**config.mk**
```make
export PLATFORM = sky130hd
export DESIGN_NAME = access_sequencer
export DESIGN_NICKNAME = d
export VERILOG_FILES = /design/src/rtl/access_sequencer.sv
export SDC_FILE = /design/constraint.sdc
export NUM_CORES = 1
export LEC_CHECK = 0
export BUFFER_PORTS_ARGS = -buffer_cell sky130_fd_sc_hd__buf_4
export CAP_MARGIN = 10
export CORE_UTILIZATION = 25
export DETAILED_ROUTE_END_ITERATION = 16
export SYNTH_ARGS = -nofsm -noshare
export SYNTH_HDL_FRONTEND = slang
export SYNTH_SLANG_ARGS = --single-unit
```
**constraint.sdc**
```tcl
create_clock -name Clk -period 2.55 [get_ports Clk]
set_input_delay 0.3825 -clock Clk [delete_from_list [all_inputs] [get_ports Clk]]
set_output_delay 0.3825 -clock Clk [all_outputs]
set_load 0.01 [all_outputs]
```
**src/rtl/access_sequencer.sv**
```systemverilog
// rtl/access_sequencer.sv - code-entry access sequencer with lockout; optional entry timeout under ACCESS_TIMEOUT_EN
module access_sequencer #(
  parameter logic [5:0] PASSWORD       = 6'b101101,
  parameter int         MAX_FAILS      = 3,
  parameter int         LOCK_CYCLES    = 1000,
  parameter int         TIMEOUT_CYCLES = 5000
) (
  input  logic       Clk,
  input  logic       Rst,
  input  logic       Switch,
  input  logic       PushB,
  input  logic       Logout,
  output logic       Granted,
  output logic       Locked,
  output logic       GreenLed,
  output logic       RedLed,
  output logic [2:0] BitIdx,
  output logic [1:0] FailCnt
);

  typedef enum logic [1:0] {IDLE, ENTRY, GRANTED, LOCKOUT} state_t;

  localparam logic [15:0] LOCK_LOAD  = 16'(LOCK_CYCLES - 1);
  localparam logic [1:0]  FAIL_LIMIT = 2'(MAX_FAILS);

  // Parameter sanity is checked at elaboration so a bad build never reaches silicon.
  if (MAX_FAILS < 1 || MAX_FAILS > 3 || LOCK_CYCLES < 1 || LOCK_CYCLES > 65536 ||
      TIMEOUT_CYCLES < 1 || TIMEOUT_CYCLES > 65536) begin : g_bad_params
    $error("access_sequencer: parameter out of range");
  end

  state_t      state_q;
  logic        pushb_q;
  logic        match_q;
  logic        granted_q;
  logic        locked_q;
  logic        red_q;
  logic [2:0]  bit_idx_q;
  logic [1:0]  fail_q;
  logic [15:0] lock_cnt_q;
`ifdef ACCESS_TIMEOUT_EN
  localparam logic [15:0] TMO_LAST = 16'(TIMEOUT_CYCLES - 1);
  logic [15:0] idle_q;
`endif

  logic       press;
  logic [2:0] pw_sel;
  logic       bit_ok;
  logic       match_d;
  logic [1:0] fail_d;

  assign press   = PushB & ~pushb_q;
  assign pw_sel  = 3'd5 - bit_idx_q;
  assign bit_ok  = (Switch == PASSWORD[pw_sel]);
  assign match_d = match_q & bit_ok;
  assign fail_d  = (fail_q == FAIL_LIMIT) ? fail_q : fail_q + 2'd1;

  always_ff @(posedge Clk) begin
    if (Rst) begin
      state_q    <= IDLE;
      pushb_q    <= 1'b0;
      match_q    <= 1'b0;
      granted_q  <= 1'b0;
      locked_q   <= 1'b0;
      red_q      <= 1'b0;
      bit_idx_q  <= 3'd0;
      fail_q     <= 2'd0;
      lock_cnt_q <= 16'd0;
`ifdef ACCESS_TIMEOUT_EN
      idle_q     <= 16'd0;
`endif
    end else begin
      pushb_q <= PushB;
      case (state_q)
        IDLE: begin
          // The starting press only arms entry; Switch is not a code bit here.
          if (press) begin
            state_q   <= ENTRY;
            bit_idx_q <= 3'd0;
            match_q   <= 1'b1;
            red_q     <= 1'b0;
`ifdef ACCESS_TIMEOUT_EN
            idle_q    <= 16'd0;
`endif
          end
        end

        ENTRY: begin
          if (press) begin
            bit_idx_q <= bit_idx_q + 3'd1;
            match_q   <= match_d;
`ifdef ACCESS_TIMEOUT_EN
            idle_q    <= 16'd0;
`endif
            if (bit_idx_q == 3'd5) begin
              if (match_d) begin
                state_q   <= GRANTED;
                granted_q <= 1'b1;
                fail_q    <= 2'd0;
              end else begin
                red_q  <= 1'b1;
                fail_q <= fail_d;
                if (fail_d == FAIL_LIMIT) begin
                  state_q    <= LOCKOUT;
                  locked_q   <= 1'b1;
                  lock_cnt_q <= LOCK_LOAD;
                end else begin
                  state_q <= IDLE;
                end
              end
            end
          end
`ifdef ACCESS_TIMEOUT_EN
          else if (idle_q == TMO_LAST) begin
            state_q   <= IDLE;
            bit_idx_q <= 3'd0;
          end else begin
            idle_q <= idle_q + 16'd1;
          end
`endif
        end

        GRANTED: begin
          if (Logout) begin
            state_q   <= IDLE;
            granted_q <= 1'b0;
          end
        end

        LOCKOUT: begin
          // Counter loaded with LOCK_CYCLES-1 so Locked spans exactly LOCK_CYCLES clocks.
          if (lock_cnt_q == 16'd0) begin
            state_q  <= IDLE;
            locked_q <= 1'b0;
            fail_q   <= 2'd0;
            red_q    <= 1'b0;
          end else begin
            lock_cnt_q <= lock_cnt_q - 16'd1;
          end
        end

        default: state_q <= IDLE;
      endcase
    end
  end

  assign Granted  = granted_q;
  assign GreenLed = granted_q;
  assign Locked   = locked_q;
  assign RedLed   = red_q;
  assign BitIdx   = bit_idx_q;
  assign FailCnt  = fail_q;

endmodule

```
==> metrics list <==
- Placed instance area: 0.00165 mm2
* Max stage delay on crit path: 0.59 ns
- Dividing the synthesized area by the synthesized cell count gives roughly 8.5 um2.
- Peak VDD IR: 0.176 mV
- The critical path contains buffers and inverters numbering 0 combined.
* Routed WL: 3070 um
- Cell Rows: 27
* HPWL after DPL: between 2000 and 2500 um
- Multi-input combinational cell area: 818 um2
* Number of optimization iterations in the first detailed-route pass: 7
- Gates resized during post-CTS repair numbered 0.
- # Post-CTS Setup Buffers: 0
- Counting along the longest clock path gives a buffer depth of 2.
- The slowest stage of the critical path is the sky130_fd_sc_hd__or4_4 cell.
- Count of endpoints failing setup in the final report: 0
- Number of design-rule violations left by the first detailed-router iteration: 53
* Post-Synthesis Cells: 171
* Slew margin rel.: 58.7%
* Final RePlAce weighted congestion: 0.836
- Nets: about 200
- For the worst setup path, the data arrival time is 2.34 ns.
* Slew Viols, Final: 0
* Async set-reset flop share out of synthesis: 0%
- For this run, design rule violations remaining after detail routing come to 0.
- The die covers slightly above 0.006 mm2.
* Area share of the largest cell type after synthesis: between 30% and 40%
* Level count of the clock H-tree: 1
* Synth Flop Type: sky130_fd_sc_hd__dfxtp_1
- Cells with a size suffix above 1 make up 16.1% of the layout.
* Synth Net Count: 180
* Endpoint type of the worst setup path: flop
- Average vias per placed instance: 4.89
- For this design the ratio of total power to cell area is 450 mW/mm2.
* Placed Cells incl. Taps: 254
* Routed wirelength normalized by instance count: around 12 um
- Finished Layout Cells: roughly 260
- Post-CTS Hold Fix Bufs: 0
* TritonCTS clock tree: built
- Across the run, the number of max-cap violations was 0.
* Area taken by flip-flops and latches: between 500 and 600 um2
* Cell types with the largest area share after synthesis: sky130_fd_sc_hd__dfxtp_1, sky130_fd_sc_hd__a21oi_1, sky130_fd_sc_hd__nor2_1
- Sink count of the clock tree: 28
- After synthesis the cells add up to roughly 0.0014 mm2.
- Clock tree synthesis selected as its root buffer the cell sky130_fd_sc_hd__clkbuf_8.
* Leakage power: about 0.63 nW
- Count of inserted antenna diode cells: 0
* Yosys top cell by area: sky130_fd_sc_hd__dfxtp_1
* Layout fillers: 606
* Total GRT Usage: 10.7%
* Post-synthesis register bit count: 28
- Of the available clock period, the critical path in the final layout requires 83.5%.
- The total overflow left after global routing is 0.
- Pin count of the biggest net entering global routing: 21
- Ordered cell list for the critical path: or4_4 > nor4b_4 > a21boi_1 > or4_1 > a21oi_1
* # port buffers: 13
- Peak Freq: between 0.4 and 0.5 GHz
- The area growth from synthesis to layout is 17.9%.
* Final TNS setup: 0 ns
* Final Skew: 0.00463 ns
- Via Count: ~1300
- Category of the worst setup path launch point: flop
- Type of the worst setup path: flop to flop
* Synthesis warning total: 0
- Core Util, Final: 30.8%
* Required time of the critical path: 2.76 ns
- Setup repair after global routing left no endpoint under its margin.
- Hold is met by 0.333 ns.
- Via count of the first global-routing pass: approximately 1100
- In this run the worst path has a maximum fanout of 5.
- The number of antenna violations at the first check in global routing was 0.
- 14 I/O pins were placed.
- Proportion of synthesized chip area in sequential cells: between 30 and 40%
- Number of flops mapped to enable cells by yosys: 0
* Worst-path clk slew: roughly 0.1 ns
- Grouping stages by cell kind, the critical path spends the most delay in simple AND/OR/NAND/NOR gates.
- Chip Width: 78.0 um
* Die height: 78.0 um
- After floorplanning, the core was sized to cover ~0.0055 mm2.
- The count of final hold-check violations was 0.
- The tightest min-delay check is of the primary input to flop type.
- Status: complete, no violations
- At the pin with the least slew margin, the transition time is 0.603 ns.
- The initial utilization of the core area, before any placement, comes to 26.1%.
* Num CTS Buffers: 3
- Residual antenna-violating net count after detailed routing: 0
* Distinct cells, synth: 43
* Final design instance area without fill: ~0.0017 mm2
- Clock latency of the later-clocked register in the worst-skew pair: 0.27 ns
- Subtracting the final worst setup slack from the clock period gives ~2.1 ns.
- Wire length of the first global-routing pass: 5320 um
-- power by group --
part / switching (mW) / leakage, nW / internal [mW]
combinational: 0.0274 / 0.378 / 0.0192
clock: 0.138 / 0.0288 / 0.138
sequential: 0.00315 / 0.226 / 0.441
-- metal layers --
metal / routed length, um / GRT usage, % / part of all wire, % / vias up
met1: 1510 / 14.3 / 49 / 587
met3: 123 / 1.51 / 4.0 / 6
met2: 1400 / 17.4 / 46 / 32
li1: - / - / - / 637
met5: 0 / 0 / 0 / -
met4: 38 / 3.89 / 1.2 / 0
-- state kept, by name, indices dropped and copies added, names as in the netlist --
name / count
lock_cnt_q: 16
match_q: 1
Granted: 1
pushb_q: 1
Locked: 1
FailCnt: 2
state_q: 2
BitIdx: 3
RedLed: 1
-- synthesized netlist by cell type (4+ instances only) --
| library cell | number |
|---|---|
| sky130_fd_sc_hd__dfxtp_1 | 28 |
| sky130_fd_sc_hd__a21oi_1 | 19 |
| sky130_fd_sc_hd__nor2_1 | 18 |
| sky130_fd_sc_hd__nand2_1 | 12 |
| sky130_fd_sc_hd__nand3_1 | 8 |
| sky130_fd_sc_hd__clkbuf_1 | 7 |
| sky130_fd_sc_hd__xor2_1 | 7 |
| sky130_fd_sc_hd__inv_1 | 6 |
| sky130_fd_sc_hd__o21ai_0 | 6 |
| sky130_fd_sc_hd__xnor2_1 | 5 |
| sky130_fd_sc_hd__ha_1 | 4 |
-- logic make-up after synthesis --
logic type | Yosys count | synth area share (%)
flops | 28 | 38.8
fa+ha+maj | 4 | 3.46
mux | 3 | 2.16
simple gates | 69 | 27.6
xor+xnor | 12 | 7.27
compound gates | 39 | 16.1
buf+inv | 16 | 4.59
-- area by class of cell --
| cell class | count | share of cell area [%] |
|---|---|---|
| timing repair buffer | 21 | 9.25 |
| sequential | 28 | 32.9 |
| clock buffer | 4 | 3.23 |
| inverter | 6 | 1.32 |
| tap | 72 | 5.29 |
| multi-input combinational | 127 | 48.0 |
-- metrics by stage --
step,setup slack [ns],power (mW)
after floorplan,0.425,0.484
after global placement,0.487,0.501
after detailed placement,0.447,0.502
after CTS,0.415,0.775
after global routing,0.240,0.798
final,0.421,0.767
-- path summary, 6_finish.rpt --
path / endpoint / start / cells after the start / slack (ns)
min: pushb_q / PushB / 2 / 0.33
max reg2reg: FailCnt[0] / lock_cnt_q[2] / 5 / 0.42
max: FailCnt[0] / lock_cnt_q[2] / 5 / 0.42
min reg2reg: Locked / Locked / 2 / 0.46
-- placed cells by master, fill, tap and decap left out, types with 2 or more instances in the layout --
master,count
sky130_fd_sc_hd__nor4_1,2
sky130_fd_sc_hd__a211oi_1,3
sky130_fd_sc_hd__inv_1,6
sky130_fd_sc_hd__nand2b_1,2
sky130_fd_sc_hd__nand4_1,3
sky130_fd_sc_hd__o31ai_1,2
sky130_fd_sc_hd__nor3b_1,3
sky130_fd_sc_hd__nor2b_1,3
sky130_fd_sc_hd__xor2_1,7
sky130_fd_sc_hd__and2_1,3
sky130_fd_sc_hd__xnor2_1,5
sky130_fd_sc_hd__nor2_1,18
sky130_fd_sc_hd__dfxtp_1,28
sky130_fd_sc_hd__buf_4,21
sky130_fd_sc_hd__a21oi_1,19
sky130_fd_sc_hd__a31oi_1,3
sky130_fd_sc_hd__o21ai_0,6
sky130_fd_sc_hd__clkbuf_8,4
sky130_fd_sc_hd__nand3_1,8
sky130_fd_sc_hd__ha_1,4
sky130_fd_sc_hd__nand4b_1,2
sky130_fd_sc_hd__or4_1,2
sky130_fd_sc_hd__nand2_1,12
sky130_fd_sc_hd__mux2i_1,2
(Power assumes the default switching activity.)
